==> src/rtl/gc_ctrl_pkg.sv <==
// Shared GC-DRAM controller types: default widths and bank/read-word typedefs.
package gc_ctrl_pkg;

  localparam int NUM_BANKS_DEFAULT = 8;
  localparam int DATA_W_DEFAULT    = 64;
  localparam int DEPTH_DEFAULT     = 4;

  typedef logic [$clog2(NUM_BANKS_DEFAULT)-1:0] bank_id_t;
  typedef logic [DATA_W_DEFAULT-1:0]            rd_word_t;

endpackage

==> src/rtl/gc_read_return_mux_if.sv <==
// Issue, bank read-return and host response signals of the read return mux.
// out_parity exists only when GC_RDMUX_PARITY_EN is defined.
interface gc_read_return_mux_if #(
  parameter int NUM_BANKS = 8,
  parameter int DATA_W    = 64,
  parameter int BANK_W    = $clog2(NUM_BANKS)
);

  logic                        issue_valid;
  logic [BANK_W-1:0]           issue_bank;
  logic                        issue_ready;
  logic [NUM_BANKS-1:0]        bank_rd_valid;
  logic [NUM_BANKS*DATA_W-1:0] bank_rd_data;
  logic                        out_valid;
  logic [DATA_W-1:0]           out_data;
  logic [BANK_W-1:0]           out_bank;
  logic                        out_ready;
  logic                        err_sticky;
`ifdef GC_RDMUX_PARITY_EN
  logic                        out_parity;

  modport master (
    output issue_valid, issue_bank, bank_rd_valid, bank_rd_data, out_ready,
    input  issue_ready, out_valid, out_data, out_bank, err_sticky, out_parity
  );
  modport slave (
    input  issue_valid, issue_bank, bank_rd_valid, bank_rd_data, out_ready,
    output issue_ready, out_valid, out_data, out_bank, err_sticky, out_parity
  );
`else
  modport master (
    output issue_valid, issue_bank, bank_rd_valid, bank_rd_data, out_ready,
    input  issue_ready, out_valid, out_data, out_bank, err_sticky
  );
  modport slave (
    input  issue_valid, issue_bank, bank_rd_valid, bank_rd_data, out_ready,
    output issue_ready, out_valid, out_data, out_bank, err_sticky
  );
`endif

endinterface

==> src/rtl/gc_bank_id_fifo.sv <==
// In-order FIFO of issued bank IDs; pointers carry an extra wrap bit.
module gc_bank_id_fifo #(
  parameter int DEPTH = 4,
  parameter int WIDTH = 3
) (
  input  logic             clk,
  input  logic             rst,
  input  logic             push,
  input  logic [WIDTH-1:0] din,
  input  logic             pop,
  output logic [WIDTH-1:0] head,
  output logic             full,
  output logic             empty
);

  localparam int AW = $clog2(DEPTH);
  localparam logic [AW:0] PTR_ONE = {{AW{1'b0}}, 1'b1};

  logic [WIDTH-1:0] mem_q [DEPTH];
  logic [AW:0]      wr_ptr_q, wr_ptr_d;
  logic [AW:0]      rd_ptr_q, rd_ptr_d;

  always_comb begin
    wr_ptr_d = push ? wr_ptr_q + PTR_ONE : wr_ptr_q;
    rd_ptr_d = pop  ? rd_ptr_q + PTR_ONE : rd_ptr_q;
  end

  always_ff @(posedge clk) begin
    if (rst) begin
      wr_ptr_q <= '0;
      rd_ptr_q <= '0;
    end else begin
      wr_ptr_q <= wr_ptr_d;
      rd_ptr_q <= rd_ptr_d;
    end
  end

  // Storage needs no reset: only entries between the pointers are ever read.
  always_ff @(posedge clk) begin
    if (push) mem_q[wr_ptr_q[AW-1:0]] <= din;
  end

  assign head  = mem_q[rd_ptr_q[AW-1:0]];
  assign empty = (wr_ptr_q == rd_ptr_q);
  assign full  = (wr_ptr_q[AW-1:0] == rd_ptr_q[AW-1:0]) && (wr_ptr_q[AW] != rd_ptr_q[AW]);

endmodule

==> src/rtl/gc_read_return_mux.sv <==
// Steers the expected bank's read word to a registered valid/ready output and
// flags out-of-order or unserviceable returns. Option: GC_RDMUX_PARITY_EN.
module gc_read_return_mux
  import gc_ctrl_pkg::*;
#(
  parameter int NUM_BANKS = NUM_BANKS_DEFAULT,
  parameter int DATA_W    = DATA_W_DEFAULT,
  parameter int DEPTH     = DEPTH_DEFAULT,
  parameter int BANK_W    = $clog2(NUM_BANKS)
) (
  input  logic                    clk,
  input  logic                    rst,
  gc_read_return_mux_if.slave     bus
);

  logic [BANK_W-1:0]    head;
  logic                 fifo_full, fifo_empty;
  logic                 push, capture, head_hit, can_load, stray;
  logic [NUM_BANKS-1:0] head_mask;
  logic [DATA_W-1:0]    bank_word [NUM_BANKS];
  logic [DATA_W-1:0]    head_word;

  logic                 out_valid_q, out_valid_d;
  logic [DATA_W-1:0]    out_data_q, out_data_d;
  logic [BANK_W-1:0]    out_bank_q, out_bank_d;
  logic                 err_q, err_d;

  generate
    for (genvar gi = 0; gi < NUM_BANKS; gi++) begin : g_bank
      assign bank_word[gi] = bus.bank_rd_data[gi*DATA_W +: DATA_W];
      assign head_mask[gi] = (head == BANK_W'(gi));
    end
  endgenerate

  gc_bank_id_fifo #(.DEPTH(DEPTH), .WIDTH(BANK_W)) u_fifo (
    .clk   (clk),
    .rst   (rst),
    .push  (push),
    .din   (bus.issue_bank),
    .pop   (capture),
    .head  (head),
    .full  (fifo_full),
    .empty (fifo_empty)
  );

  assign push      = bus.issue_valid && !fifo_full;
  assign head_word = bank_word[head];
  assign can_load  = !out_valid_q || bus.out_ready;
  assign head_hit  = !fifo_empty && |(bus.bank_rd_valid & head_mask);
  assign capture   = head_hit && can_load;
  // With nothing outstanding every strobe is unexpected, including the stale head slot.
  assign stray     = fifo_empty ? |bus.bank_rd_valid : |(bus.bank_rd_valid & ~head_mask);

  always_comb begin
    out_valid_d = out_valid_q;
    out_data_d  = out_data_q;
    out_bank_d  = out_bank_q;
    err_d       = err_q | stray | (head_hit && !can_load);
    if (capture) begin
      out_valid_d = 1'b1;
      out_data_d  = head_word;
      out_bank_d  = head;
    end else if (bus.out_ready) begin
      out_valid_d = 1'b0;
    end
  end

  always_ff @(posedge clk) begin
    if (rst) begin
      out_valid_q <= 1'b0;
      out_data_q  <= '0;
      out_bank_q  <= '0;
      err_q       <= 1'b0;
    end else begin
      out_valid_q <= out_valid_d;
      out_data_q  <= out_data_d;
      out_bank_q  <= out_bank_d;
      err_q       <= err_d;
    end
  end

`ifdef GC_RDMUX_PARITY_EN
  logic parity_q, parity_d;

  assign parity_d = capture ? ^head_word : parity_q;

  always_ff @(posedge clk) begin
    if (rst) parity_q <= 1'b0;
    else     parity_q <= parity_d;
  end

  assign bus.out_parity = parity_q;
`endif

  assign bus.issue_ready = !fifo_full;
  assign bus.out_valid   = out_valid_q;
  assign bus.out_data    = out_data_q;
  assign bus.out_bank    = out_bank_q;
  assign bus.err_sticky  = err_q;

endmodule

==> src/flat_wrapper.sv <==
// flat-port wrapper written by rule: the top's interface ports become plain ports
module gc_read_return_mux_flat import gc_ctrl_pkg::*;
#(
  parameter int NUM_BANKS = NUM_BANKS_DEFAULT,
  parameter int DATA_W    = DATA_W_DEFAULT,
  parameter int DEPTH     = DEPTH_DEFAULT,
  parameter int BANK_W    = $clog2(NUM_BANKS)
)
  (clk, rst, bus_issue_valid, bus_issue_bank, bus_bank_rd_valid, bus_bank_rd_data, bus_out_ready, bus_issue_ready, bus_out_valid, bus_out_data, bus_out_bank, bus_err_sticky);
  gc_read_return_mux_if #(.NUM_BANKS(NUM_BANKS), .DATA_W(DATA_W), .BANK_W(BANK_W)) bus_i ();
  input  logic clk;
  input  logic rst;
  input wire logic [$bits(bus_i.issue_valid)-1:0] bus_issue_valid;
  input wire logic [$bits(bus_i.issue_bank)-1:0] bus_issue_bank;
  input wire logic [$bits(bus_i.bank_rd_valid)-1:0] bus_bank_rd_valid;
  input wire logic [$bits(bus_i.bank_rd_data)-1:0] bus_bank_rd_data;
  input wire logic [$bits(bus_i.out_ready)-1:0] bus_out_ready;
  output wire logic [$bits(bus_i.issue_ready)-1:0] bus_issue_ready;
  output wire logic [$bits(bus_i.out_valid)-1:0] bus_out_valid;
  output wire logic [$bits(bus_i.out_data)-1:0] bus_out_data;
  output wire logic [$bits(bus_i.out_bank)-1:0] bus_out_bank;
  output wire logic [$bits(bus_i.err_sticky)-1:0] bus_err_sticky;
  assign bus_i.issue_valid = bus_issue_valid;
  assign bus_i.issue_bank = bus_issue_bank;
  assign bus_i.bank_rd_valid = bus_bank_rd_valid;
  assign bus_i.bank_rd_data = bus_bank_rd_data;
  assign bus_i.out_ready = bus_out_ready;
  assign bus_issue_ready = bus_i.issue_ready;
  assign bus_out_valid = bus_i.out_valid;
  assign bus_out_data = bus_i.out_data;
  assign bus_out_bank = bus_i.out_bank;
  assign bus_err_sticky = bus_i.err_sticky;
  gc_read_return_mux #(.NUM_BANKS(NUM_BANKS), .DATA_W(DATA_W), .DEPTH(DEPTH), .BANK_W(BANK_W)) u_core (.clk(clk), .rst(rst), .bus(bus_i));
endmodule
==> config.mk <==
export PLATFORM = sky130hd
export DESIGN_NAME = gc_read_return_mux_flat
export DESIGN_NICKNAME = d
export VERILOG_FILES = /design/src/rtl/gc_ctrl_pkg.sv /design/src/rtl/gc_read_return_mux_if.sv /design/src/rtl/gc_bank_id_fifo.sv /design/src/rtl/gc_read_return_mux.sv /design/src/flat_wrapper.sv
export SDC_FILE = /design/constraint.sdc
export NUM_CORES = 1
export LEC_CHECK = 0
export CAP_MARGIN = 30
export CORE_AREA = 3 3 228 230
export CTS_CLUSTER_DIAMETER = 50
export DETAILED_ROUTE_END_ITERATION = 12
export DIE_AREA = 0 0 231 233
export PLACE_DENSITY = 0.43
export SETUP_SLACK_MARGIN = 0.05
export SLEW_MARGIN = 25
export SYNTH_ARGS = -nofsm -noshare
export SYNTH_HDL_FRONTEND = slang
export SYNTH_SLANG_ARGS = --single-unit
==> constraint.sdc <==
create_clock -name clk -period 4.85 [get_ports clk]
set_input_delay 0.97 -clock clk [delete_from_list [all_inputs] [get_ports clk]]
set_output_delay 0.97 -clock clk [all_outputs]
set_load 0.1 [all_outputs]
== Word level (Yosys, flattened, before mapping) ==
Memory sizes are Yosys's and may differ from the RTL's. A register that Yosys moved wholly into a read port is not among the register bits.
Index checks and enable logic that the tools add are counted.
Storage, ports and cells
  register bits: 75
  latch bits: 0
  bits in writable memories: 12
  ROM bits: 0
  word-level logic and storage cells: 51
  memories kept: 1
Cells by class
  $add $sub $neg: 2
  multipliers: 0
  divide/modulo/power cells: 0
  order comparisons: 1
  equality and inequality tests: 10
  shift operators: 0
  muxes and demuxes: 10
  bitwise gates (word level): 6
  reductions and logical operators: 15
Memories
  u_core.u_fifo.mem_q: words 4, width 3, rd ports 1, clocked after memory_dff 1, write ports 1, RTL line gc_bank_id_fifo.sv:19  | logic [WIDTH-1:0] mem_q [DEPTH];
Operator list (count)
  64-bit binary-select mux with 3-bit select: 1
  64-bit two-way mux: 2
  8-bit OR reduction: 3
  8-bit AND: 2
  3-bit equality test (second input constant): 4
  8-bit inverter: 1
  3-bit by 1-bit adder with 3-bit output (second input constant): 2
  3-bit by 2-bit equality test with 1-bit output (second input constant): 2
  1-bit logical AND: 5
  1-bit two-way mux: 5
  4-bit >= comparator (second input constant): 1
  1-bit zero test: 4
  2-bit two-way mux: 2
  3-bit inverter with 4-bit output: 1
  3-bit by 1-bit equality test with 1-bit output (second input constant): 1
  3-bit equality test: 1
  3-bit zero test: 1
  2-bit equality test: 1
  1-bit OR: 2
  2-bit nonzero test: 1
  1-bit logical OR: 1
  1-bit inequality test: 1

== Depth between registers and ports, before layout ==
  word-level depth: 7
  depth in mapped cells: 9
  depth with buffers taken out: 6

== Hierarchy ==
From an unflattened synthesis, not the netlist that was laid out.
Second synthesis, totals
  cell total of the unflattened synthesis: 689
  area, all modules: 7728.7 um2
Modules (own cells, without submodules)
  gc_read_return_mux: instances 1, cells an instance 634, area an instance 6889.1 um2, sequential area each 1381.3 um2
  gc_bank_id_fifo: instances 1, cells an instance 55, area an instance 839.6 um2, sequential area each 520.5 um2

== Worst setup path after synthesis ==
Ideal clock, no wire load.
  path type: register to output
  from: reg u_core.u_fifo.wr_ptr_q[0]
  to: out bus_issue_ready
  data arrival time: 1.350 ns
  required time: 3.880 ns
  slack: 2.530 ns
  stages on the path, launching flop included: 3
  path buffers: 0
  cell sequence: dfxtp_1 > xnor2_1 > nand3_1
Between the ends
  longest elaborated chain between the ends: 3
Ends and longest elaborated chain
  start, declared: RTL line gc_bank_id_fifo.sv:20  | logic [AW:0] wr_ptr_q, wr_ptr_d;
  start signal, assigned: RTL line gc_bank_id_fifo.sv:33  | wr_ptr_q <= wr_ptr_d;
  2-bit equality test: RTL line gc_bank_id_fifo.sv:45  | assign full = (wr_ptr_q[AW-1:0] == rd_ptr_q[AW-1:0]) && (wr_ptr_q[AW] != rd_ptr_q[AW]);
  1-bit logical AND: RTL line gc_bank_id_fifo.sv:45
  1-bit zero test: RTL line gc_read_return_mux.sv:95  | assign bus.issue_ready = !fifo_full;
  end, declared: RTL line flat_wrapper.sv:18  | output wire logic [$bits(bus_i.issue_ready)-1:0] bus_issue_ready;
Every way passes these cells.

== Worst setup path after layout ==
Same ends and word-level chain as after synthesis.

==> flow_summary.toml <==
[status]
outcome = "finished, final reports clean"

[floorplan]
core_area_mm2 = 0.0501
io_pins = 597
dieArea_mm2 = 0.0538
num_rows = 82
die_h_um = 233
fp.dieW_um = 231
start_util = 0.156

[synthesis]
synth.top_cell.area_share = 0.197
ys.warnings.count = 0
syn_area_mm2 = 0.00783
ys_top_cells_by_area = "dfxtp_1, mux2i_1, mux2_2"
synth_edf_count = 12
async_reset_ff_frac = 0
ys_seq_area_frac = 0.243
synth_area_leader_cell = "dfxtp_1"
synthDistinctLibCells = 42
syn_avg_cell_area_um2 = 10.2
yosys_register_bits = 89
syn_inst = 764
syn_nets = 1296
ys.flop_type = "dfxtp_1"

[critical_path]
cp_slowest_cell = "clkdlybuf4s50_1"
path_cells = "xnor2_1 > nand3_1 > clkdlybuf4s50_1"
path_max_fanout = 6
worstSetupPathType = "register to primary output"
arrival_ns = 2.28
cp.required_ns = 3.88
slowest_delay_ns = 1.18
critPathTopFamily = "buffers and inverters"
critPathBufInv = 1
cp-start-kind = "register"
end_kind = "primary output"

[timing]
grt_setup_unrepaired = "false"
hold_violations = 0
skew_ns = 0.0104
finalSetupTns_ns = 0
slew_violations = 0
hold_slack_ns = 0.500
worstMarginPinSlew_ns = 1.05
fin_crit_sh = 0.671
finalSetupViolCount = 0
relSlewSlack = 0.297
period_minus_slack_ns = 3.25
max_freq_ghz = 0.307

[cts]
clockRootBuffer = "clkbuf_16"
post_cts.repair.setup_buffers = 0
cts-hold-fix-buffers = 0
cts_max_level = 3
cts_tree = "done"
clock_path_buffers = 2
clock_latency_ns = 0.36
cts.repair.resized = 0
numCtsBuffers = 9
cts_sinks = 89
clk_pin_slew_ns = 0.07

[route]
antenna_left = 0
vias = 8392
post_drt_wl_per_cell_um = 20.9
drt-total-wl_mm = 41.7
drt_iter0_markers = 310
drc = 0
dr.pass1.iters = 6
vias_per_cell = 4.20

[global_route]
grt_pass1_wl_mm = 58.7
antenna_found_initial = 4
grt.total_usage = 0.146
overflow = 0
grt_max_degree = 120
grt_pass1_vias = 8897

[layout]
layout-drive-gt1-share = 0.183
fin_nets = 1854
mostFrequentLayoutCell = "clkdlybuf4s50_1"
fill_cells = 5297
final_area_mm2 = 0.0153
final_cells = 2000
final_cell_mix = "clkdlybuf4s50_1, mux2i_1, mux2_2, dfxtp_1, nor2_1"
area_growth_pct = 95.3

[place]
placed_area_mm2 = 0.0149
place_congestion = 0.801
io_buffer_count = 596
post-place-cells = 1981
post-dp-hpwl_mm = 33.2

[job]
drv_cap = 0

[pwr]
power.leakage_nw = 5.48
vdd.ir_drop.worst_v = 0.000263
powerDensity_mw_per_mm2 = 494

[worst_hold_path]
min_path_type = "register to register"
==> routing by layer <==
metal  track usage  part of all wire  wire length, um  vias up
li1              -                 -                -     4127
met1         0.171              0.41            16900     3928
met2         0.263              0.51            21100      316
met3        0.0455             0.076             3150       21
met4        0.0277             0.011              477        0
met5             0                 0                0        -
==> synthesized netlist by cell type, drive strengths merged, types with 2 or more instances <==
master  number
xnor2        5
nor2        75
a22oi       63
o22ai        2
nor3         4
dfxtp       77
clkbuf      32
o221ai      64
nor4         2
mux2i      135
inv          3
nand2b       3
a21oi        9
nand2        3
nand3b       3
edfxtp      12
and2         2
buf         52
mux2       126
and3         4
o21a         2
mux4         5
nand3        2
or2          2
a211oi      64
ha           5
==> tightest hold or removal path: stages (launching register included) <==
cell,delay [ns]
dfxtp_1,0.31
nor2_1,0.09
a211oi_1,0.05
==> cell families after synthesis <==
family	count (synthesis)	synth area share
XOR/XNOR	6	0.00671
flip-flops	89	0.243
adder cells (fa/ha/maj)	5	0.00799
multiplexers	266	0.368
AND/OR/NAND/NOR	103	0.0576
AO/OA/AOI/OAI	208	0.247
buffers and inverters	87	0.0695
==> per-stage QoR <==
stage | setup WS, ns | power [mW] | utilization
2_1_floorplan | 2.53 | 4.84 | -
3_3_place_gp | 1.60 | 6.29 | 0.284
3_5_place_dp | 1.55 | 6.90 | 0.298
4_1_cts | 1.54 | 7.65 | 0.304
5_1_grt | 1.48 | 7.94 | 0.305
6_report | 1.60 | 7.55 | 0.305
==> registers in the layout, indices dropped and copies added (netlist names), named ones only <==
| register | cells |
|---|---|
| u_core.bus.out_data | 64 |
| u_core.u_fifo.rd_ptr_q | 3 |
| u_core.bus.out_bank | 3 |
| u_core.bus.err_sticky | 1 |
| u_core.u_fifo.wr_ptr_q | 3 |
| u_core.u_fifo.mem_q | 12 |
| u_core.bus.out_valid | 1 |
==> power by group <==
part | total (mW) | leakage (nW) | internal (mW) | switching [mW]
Combinational | 5.69 | 4.60 | 2.20 | 3.49
Sequential | 1.16 | 0.742 | 1.01 | 0.147
Clock | 0.696 | 0.139 | 0.358 | 0.337
==> final timing paths <==
path / depth (start not counted) / start / slack, ns / to
max: 3 / u_core.u_fifo.wr_ptr_q[0] / 1.60 / bus_issue_ready
min: 2 / u_core.bus.out_data[5] / 0.50 / u_core.bus.out_data[5]
max reg2reg: 5 / register / 1.73 / u_core.bus.out_data[8]
min reg2reg: 2 / u_core.bus.out_data[5] / 0.50 / u_core.bus.out_data[5]
==> layout make-up <==
type / instances / area, um^2 / share of cell area
timing repair buffer: 631 / 6820 / 0.447
multi-input combinational: 588 / 5410 / 0.354
inverter: 3 / 11.3 / 0.000737
sequential: 89 / 1900 / 0.124
tap: 672 / 841 / 0.0550
antenna: 1 / 2.50 / 0.000164
clock inverter: 7 / 65.1 / 0.00426
clock buffer: 9 / 225 / 0.0147
No activity file was read; power rests on OpenSTA's default activity.
